File: src/rtl/mix_block_out.sv
// mix_block_out: reads a block of WORDS memory words, each holding BYTES
// 6-bit MIX character codes, converts each code to ASCII and shifts the
// characters out on an 8N1 UART line (LSB first, idle high).
//
// Optional feature: define MIX_OUT_CRLF_EN to append CR LF after each block.
//
// Ports:
//   clk, reset_n          clock, synchronous active-low reset
//   start, addressin      one-cycle command pulse and block base address
//   request, addressout   memory read request and address
//   grant, in             memory accept strobe; data valid the cycle after
//   tx                    UART serial output
//   busy, done            transfer in progress / end-of-block pulse
module mix_block_out #(
  parameter int WORDS  = 24,
  parameter int BYTES  = 5,
  parameter int AW     = 12,
  parameter int CLKDIV = 104
) (
  input  logic                 clk,
  input  logic                 reset_n,
  input  logic                 start,
  input  logic [AW-1:0]        addressin,
  output logic                 request,
  output logic [AW-1:0]        addressout,
  input  logic                 grant,
  input  logic [6*BYTES-1:0]   in,
  output logic                 tx,
  output logic                 busy,
  output logic                 done
);
  localparam int WW  = 6 * BYTES;
  localparam int WCW = $clog2(WORDS + 1);
  localparam int DW  = (CLKDIV > 1) ? $clog2(CLKDIV) : 1;

  typedef enum logic [2:0] {
    IDLE, FETCH, WAIT, SEND
`ifdef MIX_OUT_CRLF_EN
    , EOL
`endif
  } state_t;

  state_t          state_q, state_d;
  logic [AW-1:0]   base_q, base_d;
  logic [WCW-1:0]  fw_q, fw_d;      // words requested
  logic [WCW-1:0]  sw_q, sw_d;      // words fully handed to the UART
  logic            req_q, req_d;
  logic            rdv_q, rdv_d;    // read data arrives this cycle
  logic [WW-1:0]   buf_q [2];
  logic [WW-1:0]   buf_d [2];
  logic            wp_q, wp_d, rp_q, rp_d;
  logic [1:0]      cnt_q, cnt_d;
  logic [2:0]      bidx_q, bidx_d;
  logic [9:0]      frame_q, frame_d;
  logic [DW-1:0]   div_q, div_d;
  logic [3:0]      bit_q, bit_d;
  logic            act_q, act_d;
  logic            done_q, done_d;
`ifdef MIX_OUT_CRLF_EN
  logic [1:0]      eol_q, eol_d;
`endif

  logic            frame_end, free, load, pop;
  logic [7:0]      ld_char;
  logic [5:0]      code;
  logic [WW-1:0]   head;

  function automatic logic [7:0] mix_ascii(input logic [5:0] c);
    logic [7:0] r;
    r = 8'h3F;
    if (c == 6'd0)       r = 8'h20;
    else if (c <= 6'd9)  r = 8'h40 + {2'b00, c};
    else if (c == 6'd10) r = 8'h5E;
    else if (c <= 6'd19) r = 8'h3F + {2'b00, c};
    else if (c == 6'd20) r = 8'h5B;
    else if (c == 6'd21) r = 8'h5D;
    else if (c <= 6'd29) r = 8'h3D + {2'b00, c};
    else if (c <= 6'd39) r = 8'h12 + {2'b00, c};
    else begin
      case (c)
        6'd40: r = 8'h2E;  6'd41: r = 8'h2C;  6'd42: r = 8'h28;  6'd43: r = 8'h29;
        6'd44: r = 8'h2B;  6'd45: r = 8'h2D;  6'd46: r = 8'h2A;  6'd47: r = 8'h2F;
        6'd48: r = 8'h3D;  6'd49: r = 8'h24;  6'd50: r = 8'h3C;  6'd51: r = 8'h3E;
        6'd52: r = 8'h40;  6'd53: r = 8'h3B;  6'd54: r = 8'h3A;  6'd55: r = 8'h27;
        default: r = 8'h3F;
      endcase
    end
    return r;
  endfunction

  always_ff @(posedge clk) begin
    if (!reset_n) begin
      state_q <= IDLE;
      base_q  <= '0;
      fw_q    <= '0;
      sw_q    <= '0;
      req_q   <= 1'b0;
      rdv_q   <= 1'b0;
      buf_q   <= '{default: '0};
      wp_q    <= 1'b0;
      rp_q    <= 1'b0;
      cnt_q   <= '0;
      bidx_q  <= '0;
      frame_q <= '1;
      div_q   <= '0;
      bit_q   <= '0;
      act_q   <= 1'b0;
      done_q  <= 1'b0;
`ifdef MIX_OUT_CRLF_EN
      eol_q   <= '0;
`endif
    end else begin
      state_q <= state_d;
      base_q  <= base_d;
      fw_q    <= fw_d;
      sw_q    <= sw_d;
      req_q   <= req_d;
      rdv_q   <= rdv_d;
      buf_q   <= buf_d;
      wp_q    <= wp_d;
      rp_q    <= rp_d;
      cnt_q   <= cnt_d;
      bidx_q  <= bidx_d;
      frame_q <= frame_d;
      div_q   <= div_d;
      bit_q   <= bit_d;
      act_q   <= act_d;
      done_q  <= done_d;
`ifdef MIX_OUT_CRLF_EN
      eol_q   <= eol_d;
`endif
    end
  end

  always_comb begin
    state_d = state_q;
    base_d  = base_q;
    fw_d    = fw_q;
    sw_d    = sw_q;
    req_d   = req_q;
    rdv_d   = 1'b0;
    buf_d   = buf_q;
    wp_d    = wp_q;
    rp_d    = rp_q;
    bidx_d  = bidx_q;
    frame_d = frame_q;
    div_d   = div_q;
    bit_d   = bit_q;
    act_d   = act_q;
    done_d  = 1'b0;
`ifdef MIX_OUT_CRLF_EN
    eol_d   = eol_q;
`endif
    load    = 1'b0;
    pop     = 1'b0;
    ld_char = 8'h00;

    // The last cycle of a stop bit may load the next character directly,
    // so consecutive characters leave with no idle time between them.
    frame_end = act_q && (bit_q == 4'd9) && (div_q == DW'(CLKDIV - 1));
    free      = !act_q || frame_end;

    head = buf_q[rp_q];
    code = '0;
    for (int unsigned i = 0; i < BYTES; i++) begin
      if (bidx_q == 3'(BYTES - 1 - i)) code = head[6*i +: 6];
    end

    if (act_q) begin
      if (div_q == DW'(CLKDIV - 1)) begin
        div_d = '0;
        if (bit_q == 4'd9) begin
          act_d   = 1'b0;
          frame_d = '1;
        end else begin
          bit_d   = bit_q + 4'd1;
          frame_d = {1'b1, frame_q[9:1]};
        end
      end else begin
        div_d = div_q + DW'(1);
      end
    end

    // Fetch engine: the word being sent stays at the buffer head until its
    // last character is loaded, so a request goes out whenever the buffered
    // plus in-flight words leave a slot free.
    if (req_q) begin
      if (grant) begin
        req_d = 1'b0;
        rdv_d = 1'b1;
        fw_d  = fw_q + WCW'(1);
      end
    end else if ((state_q == FETCH || state_q == WAIT || state_q == SEND) &&
                 (fw_q < WCW'(WORDS)) && ((cnt_q + 2'(rdv_q)) < 2'd2)) begin
      req_d = 1'b1;
    end

    case (state_q)
      IDLE: begin
        if (start) begin
          state_d = FETCH;
          base_d  = addressin;
          fw_d    = '0;
          sw_d    = '0;
          bidx_d  = '0;
          req_d   = 1'b1;
        end
      end
      FETCH: if (req_q && grant) state_d = WAIT;
      WAIT:  if (rdv_q) state_d = SEND;
      SEND: begin
        if (free) begin
          if (cnt_q != 2'd0) begin
            load    = 1'b1;
            ld_char = mix_ascii(code);
            if (bidx_q == 3'(BYTES - 1)) begin
              pop    = 1'b1;
              bidx_d = '0;
              sw_d   = sw_q + WCW'(1);
            end else begin
              bidx_d = bidx_q + 3'd1;
            end
          end else if (sw_q == WCW'(WORDS)) begin
`ifdef MIX_OUT_CRLF_EN
            state_d = EOL;
            eol_d   = '0;
`else
            state_d = IDLE;
            done_d  = 1'b1;
`endif
          end
        end
      end
`ifdef MIX_OUT_CRLF_EN
      EOL: begin
        if (free) begin
          if (eol_q == 2'd0) begin
            load = 1'b1; ld_char = 8'h0D; eol_d = 2'd1;
          end else if (eol_q == 2'd1) begin
            load = 1'b1; ld_char = 8'h0A; eol_d = 2'd2;
          end else begin
            state_d = IDLE;
            done_d  = 1'b1;
          end
        end
      end
`endif
      default: state_d = IDLE;
    endcase

    if (load) begin
      frame_d = {1'b1, ld_char, 1'b0};
      div_d   = '0;
      bit_d   = '0;
      act_d   = 1'b1;
    end

    if (rdv_q) begin
      buf_d[wp_q] = in;
      wp_d        = ~wp_q;
    end
    if (pop) rp_d = ~rp_q;
    cnt_d = cnt_q + 2'(rdv_q) - 2'(pop);
  end

  always_comb begin
    request    = req_q;
    addressout = base_q + AW'(fw_q);
    tx         = frame_q[0];
    busy       = (state_q != IDLE);
    done       = done_q;
  end
endmodule

File: config.mk
export PLATFORM = sky130hd
export DESIGN_NAME = mix_block_out
export DESIGN_NICKNAME = d
export VERILOG_FILES = /design/src/rtl/mix_block_out.sv
export SDC_FILE = /design/constraint.sdc
export NUM_CORES = 1
export LEC_CHECK = 0
export CORE_ASPECT_RATIO = 0.5
export CORE_MARGIN = 5
export CORE_UTILIZATION = 52
export DETAILED_ROUTE_END_ITERATION = 10
export PLACE_DENSITY_LB_ADDON = 0.25
export SLEW_MARGIN = 5
export SYNTH_ARGS = -nofsm -noshare
export SYNTH_HDL_FRONTEND = slang
export SYNTH_SLANG_ARGS = --single-unit
File: constraint.sdc
create_clock -name clk -period 3 [get_ports clk]
set_input_delay 0.9 -clock clk [delete_from_list [all_inputs] [get_ports clk]]
set_output_delay 0.9 -clock clk [all_outputs]
set_load 0.02 [all_outputs]
-- Word level (Yosys, flattened, before mapping)
Memory sizes are Yosys's and may differ from the RTL's.
Index checks and enable logic that the tools add are counted.
- muxes and demuxes: 66
- magnitude comparators: 9
- bitwise operators: 8
- add/sub/neg operators: 12
- equality and inequality tests: 21
- reductions and logical operators: 28
- operator list (operator ; number):
    $mux 30 ; 4
    $mux 8 ; 11
    $bwmux 60 ; 1
    $mux 5 ; 8
    $mux 9 ; 4
    $demux 30 s1 ; 1
    $mux 3 ; 10
    $mux 6 ; 5
    $mux 1 ; 18
    $add 6x6->7 const A ; 2
    $add 12x5->12 ; 1
    $eq 3x2->1 const B ; 4
    $eq 6x5->1 const B ; 2
    $le 6x5->1 const B ; 2
    $pmux 3 s4 ; 1
    $add 5x1->5 const B ; 2
    $pmux 5 s2 ; 1
    $add 7x6->8 const A ; 1
    $ne 2x1->1 const B ; 4
    $ne 2x2->1 const B ; 4
    $reduce_and 2->1 ; 4
    $reduce_bool 2->1 ; 4
    $add 5x6->7 const A ; 1
    $add 7x1->7 const B ; 1
    32 further kinds ; 48
- memories: 1
- bits of input ports: 46
- output and inout bits: 16
- register bits: 117
- bits in read-only memories: 448
- logic and storage cells: 163
- memories (name ; words ; width ; rd ports ; clocked after Yosys merged registers in ; write ports ; RTL line ; RTL):
    (no name shown) ; 64 ; 7 ; 1 ; 0 ; 0 ; 80 ; case (c)

-- Logic depth before layout (Yosys ltp)
Gate-level depths: netlist (run 1).
- depth in word-level cells: 22
- depth in mapped cells: 16
- mapped depth without buffers: 14

-- Worst setup path after synthesis (run 1)
No wires, ideal clock.
- path kind: reg-to-reg
- start point: reg bidx_q[2]
- end point: reg frame_q[2]
- path buffers: 1
- cell stages (with the launch flop): 15
- data arrival time: 3.262 ns
- required time: 2.921 ns
- period minus slack after synthesis: 3.340 ns
- setup time: 0.079 ns
- setup slack: -0.340 ns
- cell sequence: dfxtp_1 > buf_4 > inv_1 > ha_1 > nand3b_1 > o22a_1 > o211ai_2 > inv_1 > ha_1 > or2_2 > nor4_4 > a21oi_2 > and2_1 > o31a_1 > o221ai_2
- longest elaborated chain between the ends: 19
- elaborated cells between the ends (all ways): 35
- classes of those cells: add/sub: 4; order compare: 4; eq/ne: 7; mux: 17; reduce/logical: 2; memory: 1
- ends and longest elaborated chain (what ; RTL line ; RTL):
    start: declaration ; 53 ; logic [2:0] bidx_q, bidx_d;
    start signal: assignment ; 123 ; bidx_q <= bidx_d;
    $eq 3x3->1 ; 166 ; if (bidx_q == 3'(BYTES - 1 - i)) code = head[6*i +: 6];
    $mux 6 (4 in series) ; 166 ;
    $mux 6 (*) ; 166 ;
    $mem_v2 64x7, or another cell as far along ; -- ;
    $mux 8 ; 78 ; else if (c <= 6'd39) r = 8'h12 + {2'b00, c};
    $mux 8 ; 77 ; else if (c <= 6'd29) r = 8'h3D + {2'b00, c};
    $mux 8 ; 76 ; else if (c == 6'd21) r = 8'h5D;
    $mux 8 ; 75 ; else if (c == 6'd20) r = 8'h5B;
    $mux 8 ; 74 ; else if (c <= 6'd19) r = 8'h3F + {2'b00, c};
    $mux 8 ; 73 ; else if (c == 6'd10) r = 8'h5E;
    $mux 8 ; 72 ; else if (c <= 6'd9) r = 8'h40 + {2'b00, c};
    $mux 8 (*) ; 71 ; if (c == 6'd0) r = 8'h20;
    $mux 8 (*) ; 213 ; if (cnt_q != 2'd0) begin
    $mux 8 (*) ; 212 ; if (free) begin
    $mux 8 (*) ; 198 ; case (state_q)
    $mux 9 (*) ; 251 ; if (load) begin
    end signal: assignment ; 124 ; frame_q <= frame_d;
    end: declaration ; 54 ; logic [9:0] frame_q, frame_d;
Mark *: on every way between the ends. The rest lies on a longest branch, timed or not.
A chain may end at the register's enable or synchronous reset.

-- Final worst setup path (run 1)
- start point: reg base_q[0]
- end point: out addressout[10]
- longest elaborated chain between the ends: 1
- ends and longest elaborated chain (what ; RTL line ; RTL):
    start: declaration ; 44 ; logic [AW-1:0] base_q, base_d;
    start signal: assignment ; 114 ; base_q <= base_d;
    $add 12x5->12 ; 268 ; addressout = base_q + AW'(fw_q);
    end: declaration ; 25 ; output logic [AW-1:0] addressout,
No other way between the ends.

==> results of run 1 <==
==> power groups by stage <==
stage	Clock (mW)	Combinational [mW]	Sequential (mW)
after global routing	2.21	1.38	1.72
final	2.11	1.27	1.71
after global placement	0	1.16	1.73
after detailed placement	0	1.18	1.73
after CTS	2.12	1.19	1.71
after floorplan	0	0.753	1.72
==> per-stage QoR <==
step                utilization, %  area, µm²  power (mW)
floorplan                        -       6540        2.47
global placement              63.8       7670        2.89
detailed placement            63.8       7670        2.91
CTS                           69.4       8330        5.01
global route                  71.5       8590        5.30
finish                        71.5       8590        5.08
==> worst max path at each step <==
stage                                       from                       to  cells after the start
after floorplan           bidx_q[2]$_SDFFE_PN0P_  frame_q[2]$_SDFFE_PN1P_                     14
after global placement    base_q[0]$_SDFFE_PN0P_            addressout[8]                     11
after detailed placement      fw_q[0]$_SDFF_PN0_            addressout[8]                     11
after CTS                     fw_q[0]$_SDFF_PN0_            addressout[8]                     11
after global routing      base_q[0]$_SDFFE_PN0P_            addressout[8]                     11
final                     base_q[0]$_SDFFE_PN0P_           addressout[10]                     11
==> registers in the layout, indices dropped and copies added, names as in the netlist <==
name / count
rp_q: 1
state_q: 2
wp_q: 1
cnt_q: 2
rdv_q: 1
sw_q: 5
bidx_q: 3
request: 1
div_q: 7
done: 1
bit_q: 4
act_q: 1
buf_q: 60
base_q: 12
fw_q: 5
frame_q: 9
==> per-layer routing <==
layer | up-vias | wire length [µm] | part of all wire, %
met3 | 21 | 1160 | 6.3
met1 | 2944 | 8540 | 47
li1 | 2991 | - | -
met2 | 180 | 8370 | 46
met5 | - | 0 | 0
met4 | 0 | 229 | 1.3
==> what timing repair did <==
action	in CTS	in global routing
setup buffers	2	9
endpoints found under the hold margin	0	0
resized for setup	64	47
endpoints found under the setup margin	17	16
pin swaps	12	30
==> final cells by class <==
type                    count  area [µm²]  area share (%)
flip-flops and latches    115        2320            27.0
inverters                  26         100            1.17
repair buffers            141        1220            14.2
multi-input cells         615        4130            48.1
clock buffers              21         460            5.36
well taps                 165         206            2.40
clock inverters            10         149            1.73
==> kinds of logic after synthesis <==
| group | after synthesis | synth area share [%] |
|---|---|---|
| AOI/OAI and AO/OA | 198 | 21.5 |
| xor gates and xnor gates | 32 | 4.33 |
| and+or+nand+nor | 317 | 21.4 |
| buffers and inverters | 67 | 5.00 |
| adders and majority gates | 34 | 6.68 |
| muxes | 34 | 5.54 |
| DFF | 115 | 35.5 |
==> synth_stat cells, types with 4 or more instances <==
| cell type | n | area (µm²) |
|---|---|---|
| xor2_1 | 14 | 123 |
| a21oi_1 | 59 | 295 |
| nor3_1 | 13 | 65.1 |
| nand4_1 | 7 | 43.8 |
| clkbuf_1 | 28 | 105 |
| o22ai_1 | 4 | 25.0 |
| a21boi_0 | 40 | 300 |
| and2_1 | 7 | 43.8 |
| nand2b_1 | 8 | 50.1 |
| inv_1 | 24 | 90.1 |
| a2bb2oi_1 | 4 | 35.0 |
| a21o_1 | 5 | 37.5 |
| o31ai_1 | 5 | 37.5 |
| dfxtp_1 | 115 | 2300 |
| mux2i_1 | 22 | 220 |
| nor2b_1 | 8 | 50.1 |
| o22a_1 | 4 | 35.0 |
| xnor2_1 | 18 | 158 |
| mux2_2 | 7 | 78.8 |
| a31oi_1 | 6 | 37.5 |
| o21ai_0 | 21 | 105 |
| ha_1 | 33 | 413 |
| a211oi_1 | 5 | 37.5 |
| nand3_1 | 13 | 65.1 |
| buf_6 | 4 | 45.0 |
| nor3b_1 | 4 | 30.0 |
| nor2_1 | 57 | 214 |
| o21a_1 | 6 | 45.0 |
| mux2_1 | 4 | 45.0 |
| nand2_1 | 184 | 691 |
==> worst min-delay path, stage by stage, from the launching register on <==
cell and delay [ns]:
dfxtp_1 0.31, nand2_1 0.05, a21oi_1 0.05
==> results.md, run 1 <==
- Reg-to-Reg Start: bidx_q[0]$_SDFFE_PN0P_
- Cell row count: 28
- FMAX: 314 MHz
- Slowest CP cell: dfxtp_4
- Post-DRT Antenna Nets: 0
- Clock tree from TritonCTS: built
- Setup_tns: -1.28 ns
- CTS root buf: clkbuf_16
- Clk slew on worst S/H paths: 0.06 ns
- Seq pwr share: 33.7%
- Reg-to-reg critical path endpoint: frame_q[5]$_SDFFE_PN1P_
- Cts hold-fix bufs: 0
- Unrepaired setup endpoints after global routing: true
- Fin. max-slew vios: 0
- P_sw: 1.55 mW
- Port bufs: 61
- Met3 Use GR: 5.74%
- Fraction of layout instances using a drive strength above 1: 21.4%
- Diode count: 0
- Synth Cell Area: 6480 µm²
- Distinct cells, synth: 72
- Most common cell on crit path: inv_2
- DP HPWL: 12000 µm
- Total gr overflow: 0
- Skew final: 0.00904 ns
- Commonest non-fill, non-tap cells in the layout: nand2_1, dfxtp_1, buf_4
- Crit-path cells: ha_4, inv_2, fa_2, inv_2, a21oi_2, o21bai_1, a21o_1, nor2b_4, nand2_1, xnor2_1, buf_4
- Grt met2 use: 41.8%
- Core Region: 12000 µm²
- VDD IR-drop max: 0.000389 V
- Placed Cells: 1052
- Cells after synthesis: 797
- WL final: 18300 µm
- Post-synth EDFFs: 0
- Avg WL per Cell: 16.7 µm
- Switch share: 30.5%
- CTS Sinks: 115
- DRC violations left: 0
- Sequential element share of the synthesized area: 35.5%
- Hold Path End: buf_q[0]$_SDFFE_PN0P_
- Worst-Skew Late Latency: 0.41 ns
- Final setup fails: 12
- Vias: 6136
- Synth Register Bits: 115
- Status: finished with violations
- Largest net degree at the start of global routing: 45
- Starting Density: 53.9%
- Fin cells: 1093
- CP Capture Type: output port
- Worst Path Required: 2.10 ns
- Die width: 168 µm
- Initial antenna violation count: 0
- Worst-margin pin slew: 1.13 ns
- Area grow syn2layout: 32.6%
- Clock Path Buffers: 2
- First-pass GRT wire length: 29900 µm
- Fin nets: 996
- Crit path time final: 3.19 ns
- Int Pwr: 3.53 mW
- Routability Congestion: 0.906
- DRT Pass-1 Iters: 5
- Clk network pwr share: 41.4%
- Pre-CTS WS: -0.265 ns
- CP max stage delay: 0.36 ns
- Flop-to-flop setup slack: -0.11 ns
- Grt peak-use layer: met2
- Vias in the first global route: 6013
- WP data arrival: 2.29 ns
- Synth async-reset ratio: 0%
- Die area: 14900 µm²
- Crit-path max FO: 2
- Tcrit/Tclk final: 106%
- Iter 0 DRT Violations: 446
- Type of the worst min-delay path: flip-flop to flip-flop
- Failing checks: setup timing
- Final worst slack: -0.186 ns
- Hold Violations, Final: 0
- Gr usage total: 24.7%
- Crit path launch type: flip-flop
- Fillers: 904
- Max_cap viols: 0
- H-Tree Depth: 4
- Hold path depth: 2
- Combinational share of power: 24.9%
- Mapped Nets: 877
- Critical path buffers and inverters: 3
- Reg2Reg Depth: 15
- Pwr dens: 592 nW/µm²
- Leakage: 3.23 nW
- WHS: 0.454 ns
- IO Pins: 62
- Die Y-Extent: 88.9 µm
- Main flop type after synthesis: dfxtp_1
- Commonest non-fill, non-tap cell in the layout: nand2_1
- Num CTS Buffers: 17
- Yosys warnings: 0
- Worst Hold Launch: buf_q[0]$_SDFFE_PN0P_
- Avg Vias per Cell: 5.61
- Met1 global-route usage: 32.7%
- CP Class: flip-flop to output port
- Syn avg cell area: 8.13 µm²
- Slew margin rel.: 24.8%
- Critical path's top delay family: adder cells
No activity file was read; power rests on OpenSTA's default activity.
==> run 2, diff against run 1 <==
--- a/config.mk
+++ b/config.mk
@@ -7,7 +7,7 @@
 export LEC_CHECK = 0
 export CORE_ASPECT_RATIO = 0.5
 export CORE_MARGIN = 5
-export CORE_UTILIZATION = 52
+export CORE_UTILIZATION = 45
 export DETAILED_ROUTE_END_ITERATION = 10
 export PLACE_DENSITY_LB_ADDON = 0.25
 export SLEW_MARGIN = 5
==> results.md, run 2 (synthesized netlist as in run 1, its figures left out) <==
- Most common cell on crit path: inv_2
- Clock Path Buffers: 2
- Clk slew on worst S/H paths: 0.06 ns
- Fin nets: 1000
- Crit path time final: 3.13 ns
- WHS: 0.452 ns
- FMAX: 319 MHz
- Die width: 180 µm
- Vias in the first global route: 5848
- H-Tree Depth: 4
- Avg Vias per Cell: 5.29
- Slowest CP cell: dfxtp_2
- Type of the worst min-delay path: flip-flop to flip-flop
- DP HPWL: 12300 µm
- Num CTS Buffers: 17
- DRT Pass-1 Iters: 5
- Combinational share of power: 24.5%
- Fraction of layout instances using a drive strength above 1: 20.5%
- Die Y-Extent: 94.9 µm
- Die area: 17000 µm²
- Avg WL per Cell: 15.5 µm
- Worst Path Required: 2.10 ns
- Crit-path cells: ha_4, inv_2, fa_2, inv_2, a21oi_2, o21bai_1, a21o_1, nor2b_4, nand2_2, xnor2_1, buf_4
- Area after DPL: 7750 µm²
- Routability Congestion: 0.884
- Unrepaired setup endpoints after global routing: true
- CP max stage delay: 0.35 ns
- Total gr overflow: 0
- Post-DRT Antenna Nets: 0
- VDD IR-drop max: 0.000416 V
- Status: finished with violations
- Final setup fails: 5
- Pre-CTS WS: -0.291 ns
- Clock tree from TritonCTS: built
- CP Class: flip-flop to output port
- Commonest non-fill, non-tap cells in the layout: nand2_1, dfxtp_1, buf_4
- Gr usage total: 20.7%
- Initial antenna violation count: 0
- Cts hold-fix bufs: 0
- Max_cap viols: 0
- Area grow syn2layout: 31.0%
- Failing checks: setup timing
- Core Region: 14300 µm²
- Cell row count: 31
- Fillers: 1287
- Largest register by flop count: buf_q
- Design Area, Final: 8490 µm²
- Crit-path max FO: 2
- Port bufs: 61
- Fin. max-slew vios: 0
- Tcrit/Tclk final: 104%
- P_sw: 1.54 mW
- WP data arrival: 2.23 ns
- Seq pwr share: 34.6%
- Commonest non-fill, non-tap cell in the layout: nand2_1
- First-pass GRT wire length: 28800 µm
- Clk network pwr share: 40.9%
- Int Pwr: 3.40 mW
- CP Capture Type: output port
- Crit path launch type: flip-flop
- CTS root buf: clkbuf_16
- Worst-Skew Late Latency: 0.41 ns
- Vias: 5979
- Leakage: 3.20 nW
- Diode count: 0
- Hold Violations, Final: 0
- Largest net degree at the start of global routing: 44
- Starting Density: 45.4%
- WL final: 17500 µm
- DRC violations left: 0
- Switch share: 31.1%
- IO Pins: 62
- Worst-margin pin slew: 0.589 ns
- Iter 0 DRT Violations: 383
- Pwr dens: 581 nW/µm²
- Slew margin rel.: 60.7%
- Final worst slack: -0.133 ns
- CTS Sinks: 115
- Max FFs per register: 60
- Top Registers: buf_q: 60 flops, base_q: 12 flops, frame_q: 9 flops
- Skew final: 0.0115 ns
[run 2: worst paths after layout]
kind | start | depth (start not counted) | endpoint | slack [ns]
max reg2reg | rp_q$_SDFFE_PN0P_ | 14 | frame_q[2]$_SDFFE_PN1P_ | 0.07
min reg2reg | buf_q[0]$_SDFFE_PN0P_ | 2 | buf_q[0]$_SDFFE_PN0P_ | 0.45
min | buf_q[0]$_SDFFE_PN0P_ | 2 | buf_q[0]$_SDFFE_PN0P_ | 0.45
max | base_q[0]$_SDFFE_PN0P_ | 11 | addressout[8] | -0.13
[run 2: final cells by class]
cell class,count,area [µm²],area share [%]
Multi-Input combinational cell,615,4030,47.4
Inverter,26,100,1.18
Sequential cell,115,2320,27.3
Tap cell,198,248,2.92
Timing Repair Buffer,145,1210,14.3
Clock inverter,13,148,1.74
Clock buffer,18,439,5.17
[run 2: timing repair]
action / CTS / global route
pin swaps: 12 / 12
setup endpoints to repair: 17 / 17
gates resized for setup: 65 / 22
setup buffers: 4 / 1
[run 2: metal layers]
| layer | part of all wire, % | track usage [%] | up-vias |
|---|---|---|---|
| met4 | 1.1 | 6.72 | 0 |
| met2 | 45 | 33.1 | 149 |
| met5 | 0 | 0 | - |
| met1 | 49 | 27.7 | 2813 |
| li1 | - | - | 2994 |
| met3 | 5.2 | 5.43 | 23 |
[run 2: through the flow]
step / TNS [ns] / power, mW / utilization, % / cells
2_1_floorplan: -0.0414 / 2.47 / - / 797
3_3_place_gp: -0.852 / 2.90 / 54.3 / 1094
3_5_place_dp: -1.57 / 2.91 / 54.3 / 1094
4_1_cts: -0.763 / 4.94 / 58.9 / 1129
5_1_grt: -1.48 / 5.18 / 59.5 / 1130
6_report: -0.491 / 4.93 / 59.5 / 1130
[run 2: worst max-delay path, delay by kind of cell (launching register included)]
| kind | cells | cell delay (ns) |
|---|---|---|
| fa+ha+maj | 2 | 0.48 |
| compound gates | 3 | 0.37 |
| xor+xnor | 1 | 0.14 |
| buf+inv | 3 | 0.25 |
| simple gates | 2 | 0.22 |
| flops | 1 | 0.35 |
[run 2: power by group through the flow]
stage | clock, mW | combinational [mW] | sequential [mW]
global placement | 0 | 1.17 | 1.73
finish | 2.02 | 1.21 | 1.71
CTS | 2.05 | 1.19 | 1.70
detailed placement | 0 | 1.18 | 1.73
global route | 2.13 | 1.34 | 1.72
floorplan | 0 | 0.753 | 1.72
==> run 3, diff against run 2 <==
--- a/config.mk
+++ b/config.mk
@@ -14,3 +14,4 @@
 export SYNTH_ARGS = -nofsm -noshare
 export SYNTH_HDL_FRONTEND = slang
 export SYNTH_SLANG_ARGS = --single-unit
+export TNS_END_PERCENT = 1
==> results.md, run 3 (synthesized netlist as in run 1, its figures left out) <==
- Initial antenna violation count: 0
- Diode count: 0
- Pre-CTS WS: -0.291 ns
- Core Region: 14300 µm²
- Commonest non-fill, non-tap cell in the layout: nand2_1
- Post-DRT Antenna Nets: 0
- Clock Path Buffers: 2
- Iter 0 DRT Violations: 370
- DRC violations left: 0
- Area grow syn2layout: 29.9%
- Total gr overflow: 0
- Leakage: 3.18 nW
- Reg-to-reg critical path endpoint: frame_q[2]$_SDFFE_PN1P_
- Crit path launch type: flip-flop
- Die Y-Extent: 94.9 µm
- Crit path time final: 3.13 ns
- Status: finished with violations
- Final setup fails: 6
- Pwr dens: 583 nW/µm²
- Worst-Skew Late Latency: 0.41 ns
- Largest net degree at the start of global routing: 44
- Hold Violations, Final: 0
- Max_cap viols: 0
- Reg2Reg Depth: 14
- WL final: 17300 µm
- Clock tree from TritonCTS: built
- H-Tree Depth: 4
- CP Class: flip-flop to output port
- Failing checks: setup timing
- Type of the worst min-delay path: flip-flop to flip-flop
- WP data arrival: 2.23 ns
- Setup_tns: -0.482 ns
- DP HPWL: 12300 µm
- CTS Sinks: 115
- FMAX: 320 MHz
- Final worst slack: -0.126 ns
- Fin. max-slew vios: 0
- Commonest non-fill, non-tap cells in the layout: nand2_1, dfxtp_1, buf_4
- Worst Path Required: 2.10 ns
- Top Registers: buf_q: 60 flops, base_q: 12 flops, frame_q: 9 flops
- Fin nets: 998
- Clk slew on worst S/H paths: 0.06 ns
- Die area: 17000 µm²
- First-pass GRT wire length: 28800 µm
- Worst Hold Launch: buf_q[0]$_SDFFE_PN0P_
- Reg-to-Reg Start: rp_q$_SDFFE_PN0P_
- Tcrit/Tclk final: 104%
- VDD IR-drop max: 0.000409 V
- Crit-path max FO: 2
- Starting Density: 45.4%
- Port bufs: 61
- Tot Pwr: 4.91 mW
- WHS: 0.453 ns
- Die width: 180 µm
- Flop-to-flop setup slack: -0.04 ns
- Cell row count: 31
- IO Pins: 62
- Largest register by flop count: buf_q
- Routability Congestion: 0.884
- Skew final: 0.0130 ns
- Num CTS Buffers: 17
- Hold path depth: 2
- Avg WL per Cell: 15.4 µm
- Vias in the first global route: 5818
- CP Capture Type: output port
- Max FFs per register: 60
- Avg Vias per Cell: 5.26
- Fraction of layout instances using a drive strength above 1: 19.1%
- Gr usage total: 20.7%
- Vias: 5935
- Hold Path End: buf_q[0]$_SDFFE_PN0P_
- DRT Pass-1 Iters: 6
- Slew margin rel.: 56.3%
- Fillers: 1293
- Unrepaired setup endpoints after global routing: true
- CTS root buf: clkbuf_16
- Worst-margin pin slew: 0.648 ns
==> run 3: where the power goes <==
| group | total (mW) | switching, mW | leakage [nW] | internal [mW] |
|---|---|---|---|---|
| Combinational | 1.19 | 0.676 | 1.96 | 0.513 |
| Sequential | 1.71 | 0.0808 | 0.935 | 1.63 |
| Clock | 2.01 | 0.758 | 0.288 | 1.25 |
==> run 3: per-layer routing <==
layer | share of wire [%] | vias up | wire length [µm] | GRT usage [%]
met5 | 0 | - | 0 | 0
met4 | 1.2 | 0 | 203 | 6.72
met3 | 5.4 | 21 | 927 | 5.43
met2 | 44 | 145 | 7680 | 32.9
met1 | 49 | 2780 | 8510 | 27.8
li1 | - | 2989 | - | -
==> run 3: worst max-delay path by stage <==
| stage | from | to | slack, ns | cells after the start |
|---|---|---|---|---|
| after floorplan | bidx_q[2]$_SDFFE_PN0P_ | frame_q[2]$_SDFFE_PN1P_ | -0.04 | 14 |
| final | base_q[0]$_SDFFE_PN0P_ | addressout[8] | -0.13 | 11 |
| after global placement | base_q[0]$_SDFFE_PN0P_ | addressout[8] | -0.25 | 11 |
| after global routing | base_q[0]$_SDFFE_PN0P_ | addressout[8] | -0.27 | 11 |
| after CTS | fw_q[0]$_SDFF_PN0_ | addressout[10] | -0.20 | 11 |
| after detailed placement | fw_q[0]$_SDFF_PN0_ | addressout[8] | -0.29 | 11 |
==> run 3: repair_timing <==
item | in CTS | in global routing
buffers inserted | 0 | 3
pin swaps | 8 | 8
hold buffers | 0 | 0
gates resized for setup | 58 | 13
gates cloned | 0 | 0
hold endpoints to repair | 0 | 0
setup endpoints to repair | 17 | 16
==> run 3: worst max-delay path, stage by stage (launching register included) <==
cell      delay, ns
dfxtp_2        0.35
ha_4           0.14
inv_2          0.03
fa_2           0.34
inv_2          0.06
a21oi_2        0.04
o21bai_1       0.17
a21o_1         0.16
nor2b_4        0.15
nand2_2        0.06
xnor2_1        0.15
buf_4          0.16
==> run 3: per-stage QoR <==
| stage | area (µm²) | util (%) | std cells |
|---|---|---|---|
| finish | 8420 | 59.0 | 1128 |
| global route | 8420 | 59.0 | 1128 |
| CTS | 8370 | 58.6 | 1125 |
| detailed placement | 7750 | 54.3 | 1094 |
| global placement | 7750 | 54.3 | 1094 |
| floorplan | 6540 | - | 797 |
==> run 3: final cells by class <==
type | instances | area [µm²] | share of cell area, %
multi-input combinational | 615 | 3970 | 47.2
sequential | 115 | 2320 | 27.5
timing repair buffer | 143 | 1200 | 14.2
clock buffer | 18 | 439 | 5.22
tap | 198 | 248 | 2.94
clock inverter | 13 | 148 | 1.75
inverter | 26 | 100 | 1.19
